### src/rtl/mdma_ram_fifo_pkg.sv
// Shared configuration helpers for the RAM-backed FIFO controller and its staging buffer.
package mdma_ram_fifo_pkg;

  localparam int MDMA_RAM_MIN_DEPTH  = 4;
  localparam int MDMA_RAM_MAX_RD_LAT = 2;

  // Legal configurations: power-of-two depth of at least 4 and a read latency of 1 or 2.
  function automatic bit mdma_ram_fifo_cfg_ok(input int depth, input int rd_lat);
    return (depth >= MDMA_RAM_MIN_DEPTH) && ((depth & (depth - 1)) == 0) &&
           (rd_lat >= 1) && (rd_lat <= MDMA_RAM_MAX_RD_LAT);
  endfunction

endpackage

### src/rtl/mdma_ram_fifo_stage.sv
// Small register FIFO that catches RAM read returns and presents the head entry to the consumer.
module mdma_ram_fifo_stage
  import mdma_ram_fifo_pkg::*;
#(
  parameter int  STG   = 2,
  parameter type ent_t = logic
) (
  input  logic                       clk,
  input  logic                       rst,
  input  logic                       i_push,
  input  ent_t                       i_ent,
  input  logic                       i_pop,
  output ent_t                       o_ent,
  output logic                       o_vld,
  output logic [$clog2(STG+1)-1:0]   o_cnt
);

  localparam int IW = (STG > 1) ? $clog2(STG) : 1;
  localparam int CW = $clog2(STG + 1);

  ent_t          r_mem [STG];
  logic [IW-1:0] r_wr;
  logic [IW-1:0] r_rd;
  logic [CW-1:0] r_cnt;

  function automatic logic [IW-1:0] nxt_idx(input logic [IW-1:0] idx);
    return (idx == IW'(STG - 1)) ? '0 : idx + 1'b1;
  endfunction

  assign o_ent = r_mem[r_rd];
  assign o_vld = (r_cnt != '0);
  assign o_cnt = r_cnt;

  // The caller's credit rule keeps pushes away from a full buffer, so no guard is needed here.
  always_ff @(posedge clk or posedge rst) begin
    if (rst) begin
      for (int k = 0; k < STG; k++) r_mem[k] <= '0;
      r_wr  <= '0;
      r_rd  <= '0;
      r_cnt <= '0;
    end else begin
      if (i_push) begin
        r_mem[r_wr] <= i_ent;
        r_wr        <= nxt_idx(r_wr);
      end
      if (i_pop) r_rd <= nxt_idx(r_rd);
      r_cnt <= r_cnt + CW'(i_push) - CW'(i_pop);
    end
  end

endmodule

### src/rtl/mdma_ram_fifo_ctrl.sv
// FIFO controller for an external simple-dual-port ECC RAM, with prefetch staging and ECC error accounting.
module mdma_ram_fifo_ctrl
  import mdma_ram_fifo_pkg::*;
#(
  parameter int DATA_BITS    = 48,
  parameter int DEPTH        = 512,
  parameter int RAM_RD_LAT   = 1,
  parameter int AFULL_THRESH = DEPTH - 8,
  parameter int ERR_CNT_BITS = 16
) (
  input  logic                       clk,
  input  logic                       rst,
  input  logic                       in_vld,
  output logic                       in_rdy,
  input  logic [DATA_BITS-1:0]       in_dat,
  output logic                       out_vld,
  input  logic                       out_rdy,
  output logic [DATA_BITS-1:0]       out_dat,
  output logic                       out_sbe,
  output logic                       out_dbe,
  output logic [$clog2(DEPTH)-1:0]   ram_wadr,
  output logic                       ram_wen,
  output logic [DATA_BITS-1:0]       ram_wdat,
  output logic                       ram_ren,
  output logic [$clog2(DEPTH)-1:0]   ram_radr,
  input  logic [DATA_BITS-1:0]       ram_rdat,
  input  logic                       ram_rsbe,
  input  logic                       ram_rdbe,
  output logic [$clog2(DEPTH)+1:0]   count,
  output logic                       almost_full,
  input  logic                       err_clr,
  output logic [ERR_CNT_BITS-1:0]    sbe_cnt,
  output logic [ERR_CNT_BITS-1:0]    dbe_cnt,
  output logic                       dbe_sticky
);

  localparam int AW  = $clog2(DEPTH);
  localparam int STG = RAM_RD_LAT + 1;
  localparam int SCW = $clog2(STG + 1);

  if (!mdma_ram_fifo_cfg_ok(DEPTH, RAM_RD_LAT)) begin : g_cfg_err
    $error("mdma_ram_fifo_ctrl: DEPTH must be a power of 2 >= 4 and RAM_RD_LAT must be 1 or 2");
  end

  typedef struct packed {
    logic [DATA_BITS-1:0] dat;
    logic                 sbe;
    logic                 dbe;
  } mdma_ram_ent_t;

  logic [AW-1:0]           r_wptr;
  logic [AW-1:0]           r_rptr;
  logic [AW:0]             r_ram_occ;
  logic [RAM_RD_LAT-1:0]   r_inflt;
  logic [AW+1:0]           r_count;
  logic                    r_afull;
  logic [ERR_CNT_BITS-1:0] r_sbe_cnt;
  logic [ERR_CNT_BITS-1:0] r_dbe_cnt;
  logic                    r_dbe_sticky;

  logic                    w_push;
  logic                    w_pop;
  logic                    w_issue;
  logic                    w_ret;
  logic                    w_sbe_ev;
  logic                    w_dbe_ev;
  logic                    w_stg_vld;
  logic [SCW-1:0]          w_inflt_cnt;
  logic [SCW-1:0]          w_stg_cnt;
  logic [SCW:0]            w_busy;
  logic [AW+1:0]           w_count_nxt;
  mdma_ram_ent_t           w_ret_ent;
  mdma_ram_ent_t           w_head;

  // in_rdy looks only at RAM occupancy, so a pop never opens the door for a push in the same cycle.
  assign in_rdy   = (r_ram_occ != (AW+1)'(DEPTH));
  assign w_push   = in_vld & in_rdy;
  assign ram_wen  = w_push;
  assign ram_wadr = r_wptr;
  assign ram_wdat = in_dat;

  always_comb begin
    w_inflt_cnt = '0;
    for (int k = 0; k < RAM_RD_LAT; k++) w_inflt_cnt = w_inflt_cnt + SCW'(r_inflt[k]);
  end

  // Reads are only issued while every outstanding return has a staging slot reserved for it.
  assign w_busy   = {1'b0, w_inflt_cnt} + {1'b0, w_stg_cnt};
  assign w_issue  = (r_ram_occ != '0) && (w_busy < (SCW+1)'(STG));
  assign ram_ren  = w_issue;
  assign ram_radr = r_rptr;

  // The oldest shift-register bit marks the cycle in which ram_rdat carries a requested word.
  assign w_ret         = r_inflt[RAM_RD_LAT-1];
  assign w_ret_ent.dat = ram_rdat;
  assign w_ret_ent.dbe = ram_rdbe;
  assign w_ret_ent.sbe = ram_rsbe & ~ram_rdbe;
  assign w_sbe_ev      = w_ret & ram_rsbe & ~ram_rdbe;
  assign w_dbe_ev      = w_ret & ram_rdbe;

  mdma_ram_fifo_stage #(
    .STG   (STG),
    .ent_t (mdma_ram_ent_t)
  ) u_stage (
    .clk    (clk),
    .rst    (rst),
    .i_push (w_ret),
    .i_ent  (w_ret_ent),
    .i_pop  (w_pop),
    .o_ent  (w_head),
    .o_vld  (w_stg_vld),
    .o_cnt  (w_stg_cnt)
  );

  assign out_vld = w_stg_vld;
  assign out_dat = w_head.dat;
  assign out_sbe = w_head.sbe;
  assign out_dbe = w_head.dbe;
  assign w_pop   = w_stg_vld & out_rdy;

  assign w_count_nxt = r_count + (AW+2)'(w_push) - (AW+2)'(w_pop);

  always_ff @(posedge clk or posedge rst) begin
    if (rst) begin
      r_wptr    <= '0;
      r_rptr    <= '0;
      r_ram_occ <= '0;
      r_inflt   <= '0;
      r_count   <= '0;
      r_afull   <= 1'b0;
    end else begin
      if (w_push)  r_wptr <= r_wptr + 1'b1;
      if (w_issue) r_rptr <= r_rptr + 1'b1;
      r_ram_occ <= r_ram_occ + (AW+1)'(w_push) - (AW+1)'(w_issue);
      r_inflt   <= RAM_RD_LAT'({r_inflt, w_issue});
      r_count   <= w_count_nxt;
      r_afull   <= (w_count_nxt >= (AW+2)'(AFULL_THRESH));
    end
  end

  // An error event coinciding with err_clr wins: the counter restarts at 1 rather than 0.
  always_ff @(posedge clk or posedge rst) begin
    if (rst) begin
      r_sbe_cnt    <= '0;
      r_dbe_cnt    <= '0;
      r_dbe_sticky <= 1'b0;
    end else begin
      if (w_sbe_ev)     r_sbe_cnt <= err_clr ? ERR_CNT_BITS'(1) :
                                     ((&r_sbe_cnt) ? r_sbe_cnt : r_sbe_cnt + 1'b1);
      else if (err_clr) r_sbe_cnt <= '0;

      if (w_dbe_ev)     r_dbe_cnt <= err_clr ? ERR_CNT_BITS'(1) :
                                     ((&r_dbe_cnt) ? r_dbe_cnt : r_dbe_cnt + 1'b1);
      else if (err_clr) r_dbe_cnt <= '0;

      if (w_dbe_ev)     r_dbe_sticky <= 1'b1;
      else if (err_clr) r_dbe_sticky <= 1'b0;
    end
  end

  assign count       = r_count;
  assign almost_full = r_afull;
  assign sbe_cnt     = r_sbe_cnt;
  assign dbe_cnt     = r_dbe_cnt;
  assign dbe_sticky  = r_dbe_sticky;

endmodule
### config.mk
export PLATFORM = sky130hd
export DESIGN_NAME = mdma_ram_fifo_ctrl
export DESIGN_NICKNAME = d
export VERILOG_FILES = /design/src/rtl/mdma_ram_fifo_pkg.sv /design/src/rtl/mdma_ram_fifo_stage.sv /design/src/rtl/mdma_ram_fifo_ctrl.sv
export SDC_FILE = /design/constraint.sdc
export NUM_CORES = 1
export LEC_CHECK = 0
export ABC_AREA = 1
export BUFFER_PORTS_ARGS = -buffer_cell sky130_fd_sc_hd__clkbuf_2
export CAP_MARGIN = 20
export CORE_MARGIN = 3
export CORE_UTILIZATION = 35
export CTS_BUF_LIST = sky130_fd_sc_hd__clkbuf_4 sky130_fd_sc_hd__clkbuf_8 sky130_fd_sc_hd__clkbuf_16
export CTS_CLUSTER_DIAMETER = 80
export CTS_CLUSTER_SIZE = 20
export DETAILED_ROUTE_END_ITERATION = 10
export MAX_ROUTING_LAYER = met4
export SYNTH_ARGS = -nofsm -noshare
export SYNTH_HDL_FRONTEND = slang
export SYNTH_SLANG_ARGS = --single-unit
### constraint.sdc
create_clock -name clk -period 13.06 [get_ports clk]
set_clock_uncertainty 0.2 [all_clocks]
set_input_delay 0.653 -clock clk [delete_from_list [all_inputs] [get_ports clk]]
set_output_delay 0.653 -clock clk [all_outputs]
set_load 0.02 [all_outputs]
=== Word-level counts from Yosys, hierarchy flattened ===
Cells that the tools add are included.

* Register bits after elaboration: 178
* Input bits: 103
* Output and inout port bits: 165

* Add/sub/neg operators: 13
* $lt $le $gt $ge: 5
* Equality and inequality tests: 3
* Multiplexer cells: 17
* Bitwise operators: 9
* Reduce and logical (&&, ||, !) cells: 10

{| class="wikitable"
|+ Operators with widths
! cell !! number
|-
| 50-bit two-way mux || 4
|-
| 16-bit two-way mux || 7
|-
| 100-bit bitwise mux || 1
|-
| 50-bit demux with 1-bit select || 1
|-
| 16-bit by 1-bit adder with 16-bit output (second input constant) || 2
|-
| 16-bit AND reduction || 2
|-
| 9-bit by 1-bit adder with 9-bit output (second input constant) || 2
|-
| 11-bit by 1-bit adder with 11-bit output || 1
|-
| 11-bit by 9-bit >= comparator with 1-bit output (second input constant) || 1
|-
| 11-bit by 1-bit subtractor with 11-bit output || 1
|-
| 10-bit by 1-bit adder with 10-bit output || 1
|-
| 10-bit != test (second input constant) || 1
|-
| 10-bit nonzero test || 1
|-
| 10-bit by 1-bit subtractor with 10-bit output || 1
|-
| 1-bit bitwise AND || 6
|-
| 2-bit nonzero test || 3
|-
| 2-bit >= comparator (second input constant) || 2
|-
| 1-bit two-way mux || 4
|-
| 2-bit != test (second input constant) || 2
|-
| 1-bit inverter with 2-bit output || 2
|-
| 2-bit AND reduction || 2
|-
| 1-bit by 2-bit adder with 3-bit output || 1
|-
| 3-bit by 2-bit less-than comparator with 1-bit output (second input constant) || 1
|-
| 1-bit adder (second input constant) || 2
|-
| other kinds (5) || 6
|}

=== Logic depth before layout (Yosys ltp) ===
* Word-level depth: 6
* Gate-level depth with buffers: 17
* Depth with buffers taken out: 17

=== Hierarchy ===
A second synthesis with hierarchy kept.

* Cells, all modules: 1256
* Area, all modules: 9778.1 µm²

{| class="wikitable"
|+ By module, submodules not included
! module !! instances !! cells each !! area each (µm²)
|-
| mdma_ram_fifo_ctrl || 1 || 701 || 5230.0
|-
| mdma_ram_fifo_stage || 1 || 555 || 4548.1
|}

=== Worst setup path after synthesis ===
OpenSTA, ideal clock, no wires.

* Kind: flip-flop to flip-flop
* Start: reg r_ram_occ[6]
* End: reg r_ram_occ[8]
* Arrival: 2912 ps
* Setup slack: 9825 ps
* Cell stages (with the launch flop): 17
* Path buffers: 0
* Clock period less this slack: 3235 ps
* Path through: dfrtp_1 > inv_1 > ha_1 > nand3_1 > nor3_1 > nand2_1 > nand2_1 > clkinv_1 > ha_1 > inv_1 > ha_1 > fa_1 > a21oi_1 > o21ai_0 > nand4_1 > nand2_1 > xor2_1

* Elaborated cells between the ends (all ways): 6

{| class="wikitable"
|+ RTL lines
! element !! RTL line !! source
|-
| from (decl) || mdma_ram_fifo_ctrl.sv:53 || <nowiki>logic [AW:0] r_ram_occ;</nowiki>
|-
| from (signal assigned) || mdma_ram_fifo_ctrl.sv:134 || <nowiki>r_ram_occ <= r_ram_occ + (AW+1)'(w_push) - (AW+1)'(w_issue);</nowiki>
|-
| 10-bit nonzero test || mdma_ram_fifo_ctrl.sv:89 || <nowiki>assign w_issue = (r_ram_occ != '0) && (w_busy < (SCW+1)'(STG));</nowiki>
|-
| 1-bit logical AND || mdma_ram_fifo_ctrl.sv:89 ||
|-
| net ram_ren || mdma_ram_fifo_ctrl.sv:24 || <nowiki>output logic ram_ren,</nowiki>
|-
| 10-bit by 1-bit subtractor with 10-bit output || mdma_ram_fifo_ctrl.sv:134 ||
|}

The timed path passes the listed nets, and every way through them passes these cells.
A chain may end at the register's enable or synchronous reset.

=== Final worst setup path ===
* Start: reg r_ram_occ[5]
* End: reg r_ram_occ[8]

* Word-level cells in the longest chain between the ends: 4
* Elaborated cells between the ends (all ways): 6

{| class="wikitable"
|+ Ends and longest elaborated chain
! element !! RTL line !! source
|-
| 10-bit != test || mdma_ram_fifo_ctrl.sv:76 || <nowiki>assign in_rdy = (r_ram_occ != (AW+1)'(DEPTH));</nowiki>
|-
| 1-bit bitwise AND || mdma_ram_fifo_ctrl.sv:77 || <nowiki>assign w_push = in_vld & in_rdy;</nowiki>
|-
| 10-bit by 1-bit adder with 10-bit output || mdma_ram_fifo_ctrl.sv:134 ||
|-
| 10-bit by 1-bit subtractor with 10-bit output * || mdma_ram_fifo_ctrl.sv:134 ||
|}

Every way passes the cells marked *; elsewhere a longest branch is shown, timed or not.

==> results_dict.tcl <==
set metrics [dict create \
    cp-start-kind "flop" \
    first_global_vias 7509 \
    postRouteAntennaNets 0 \
    powerDensity_nw_per_um2 256 \
    ir_drop_v 0.0000974 \
    antenna_found_initial 0 \
    drive_above_1_share_pct 17.3 \
    layout_min_cycle_time_ns 3.49 \
    design_area_um2 11000 \
    grt-ovfl-total 0 \
    drt-initial-drc-count 479 \
    hpwl_mm 16.3 \
    crit_path_cell_trace "inv_1, ha_1, nand3_1, nor3_1, nand2_1, nand2_1, clkinv_1, ha_1, inv_1, ha_1, fa_1, a21oi_1, o21ai_0, nand4_1, nand2_1, xor2_1" \
    synth_top_area_cell "dfrtp_1" \
    start_util_pct 36.2 \
    cp-end-kind "flop" \
    arrival_ns 3.60 \
    ys.flop_type "dfrtp_1" \
    relSlewSlack_pct 39.7 \
    critPathLaunch "r_ram_occ[5]" \
    postCtsSetupRepairBufs 0 \
    cts-hold-fix-buffers 0 \
    gp_congestion 0.836 \
    crit_buf_inv 3 \
    routed_via_density 4.66 \
    fill_cells 2736 \
    routedWlPerCell_um 13.6 \
    post_cts_resized 0 \
    fmax_mhz 287 \
    r2r_end "r_ram_occ[8]" \
    async_reset_ff_share_pct 100 \
    area_growth_pct 14.9 \
    core_area_um2 26400 \
    cp.depth 16 \
    cellLeakagePower_nw 5.89 \
    ios 268 \
    fp.dieArea_um2 29400 \
    cts_buffers 17 \
    synth.top_cell.area_share_pct 46.5 \
    hold_viol 0 \
    synth_common_cells "nand2_1 (443), dfrtp_1 (178), inv_1 (164), o21ai_0 (120), buf_4 (50)" \
    power_mw 2.82 \
    r2r_slack_ns 9.57 \
    syn_nets 1381 \
    synth_area_um2 9570 \
    tightest_slew_ns 0.904 \
    num_vias 7927 \
    ys_warn_count 0 \
    ys_ff_latch 178 \
    worst_path_largest_cell_delay_ns 0.40 \
    chipWidth_um 171 \
    setup_tns_ns 0 \
    grt.total_usage_pct 16.6 \
    r2r_cells 16 \
    grt_max_degree 120 \
    antennaDiodeCount 0 \
    cts_max_path_buffers 2 \
    cts_tree "yes" \
    slew_violations 0 \
    first_pass_iters 5 \
    status "finished clean" \
    drv_cap 0 \
    yosysMostFrequentCell "nand2_1" \
    cts_root_buf "clkbuf_16" \
    syn_avg_cell_area_um2 7.69 \
    dpl-instance-area_um2 10400 \
    yosys-top-cells-area "dfrtp_1 (47%), nand2_1 (17%), inv_1 (6.4%)" \
    htreeDepth 4 \
    multiInputGateArea_um2 3950 \
    clk_latency_ns 0.42 \
    rows 59 \
    hold_class "input port to async pin" \
    nNetsFinal 1491 \
    register_area_um2 4460 \
    criticalPathCategory "flop to flop" \
    crit_family "adder cells" \
    yosysUniqueCellTypes 33 \
    io_buffers 171 \
    setup_viol 0 \
    cp-endpoint "r_ram_occ[8]" \
    rsz0062_at_grt "no" \
    synth_edf_count 0 \
    fin_crit_sh_pct 26.7 \
    die_h_um 171 \
    critPathRequiredTime_ns 13.17 \
    crit_slowest_cell "fa_1" \
    clk_pin_slew_worst_paths_ns 0.07 \
    worstReg2RegStart "r_ram_occ[5]" \
    drt_wl_total_mm 23.1 \
    clkSinkCount 178 \
    ys_seq_area_share_pct 46.5 \
    cp_max_fo 12 \
    drc 0 \
    syn_inst 1244 \
    grt_pass1_wl_mm 38.2 \
]
[power breakdown]
| part | switching, mW | total [mW] | internal, mW |
|---|---|---|---|
| sequential | 0.120 | 0.900 | 0.780 |
| clock | 0.252 | 0.529 | 0.277 |
| combinational | 0.941 | 1.39 | 0.449 |
[cells by family after synthesis]
family / synth area share (%)
compound gates: 8.47
simple gates: 25.1
xor+xnor: 3.02
flops: 46.5
buf+inv: 12.3
fa+ha+maj: 4.60
[area by class of cell]
type / count / area share, %
Inverter: 172 / 5.94
Clock inverter: 15 / 1.74
Timing Repair Buffer: 177 / 8.19
Clock buffer: 17 / 3.87
Tap cell: 335 / 3.81
Multi-Input combinational cell: 808 / 35.9
Sequential cell: 178 / 40.5
[how the worst min path moves through the flow]
stage / slack [ns] / from / end / depth (start not counted)
2_1_floorplan: 0.25 / u_stage.r_mem[10] / u_stage.r_mem[10] / 2
3_3_place_gp: 0.26 / dbe_sticky / dbe_sticky / 2
3_5_place_dp: 0.27 / u_stage.r_mem[1] / u_stage.r_mem[1] / 2
4_1_cts: 0.20 / ram_rdat[36] / u_stage.r_mem[38] / 3
5_1_grt: 0.22 / ram_rdat[3] / u_stage.r_mem[5] / 3
6_report: 0.15 / rst / dbe_cnt[3] / 2
[stage by stage]
step	std cells	utilization, %	hold WS (ns)	worst slack [ns]
after detailed placement	1670	39.3	0.266	9.56
after floorplan	1244	-	0.249	7.38
after global placement	1670	39.3	0.257	9.65
after CTS	1702	41.6	0.205	9.55
after global routing	1702	41.6	0.220	9.25
final	1702	41.6	0.145	9.57
[per-layer routing]
metal | wire [um] | track usage, % | up-vias
li1 | - | - | 4058
met1 | 10500 | 20.6 | 3683
met2 | 11300 | 27.3 | 150
met3 | 874 | 3.31 | 36
met4 | 427 | 5.25 | 0
met5 | 0 | - | -
[cells in the final DEF, fill, tap and decap left out, types with 12 or more instances in the layout]
master / netlist / layout
clkbuf_2: 0 / 171
o21ai_0: 120 / 120
clkbuf_16: 0 / 17
nand2_1: 443 / 442
ha_1: 32 / 32
xnor2_1: 12 / 12
dfrtp_1: 178 / 177
nand4_1: 31 / 31
inv_1: 164 / 163
nand3_1: 45 / 45
a21oi_1: 18 / 18
nor2_1: 41 / 40
xor2_1: 21 / 21
[flip-flops by register name (all words and copies together) (netlist names), 2 cells and up]
register and count:
sbe_cnt 16, u_stage.o_cnt 2, count 11, u_stage.r_mem 100, r_ram_occ 10, ram_radr 9
ram_wadr 9, dbe_cnt 16
Power figures use the tool's default switching activity.
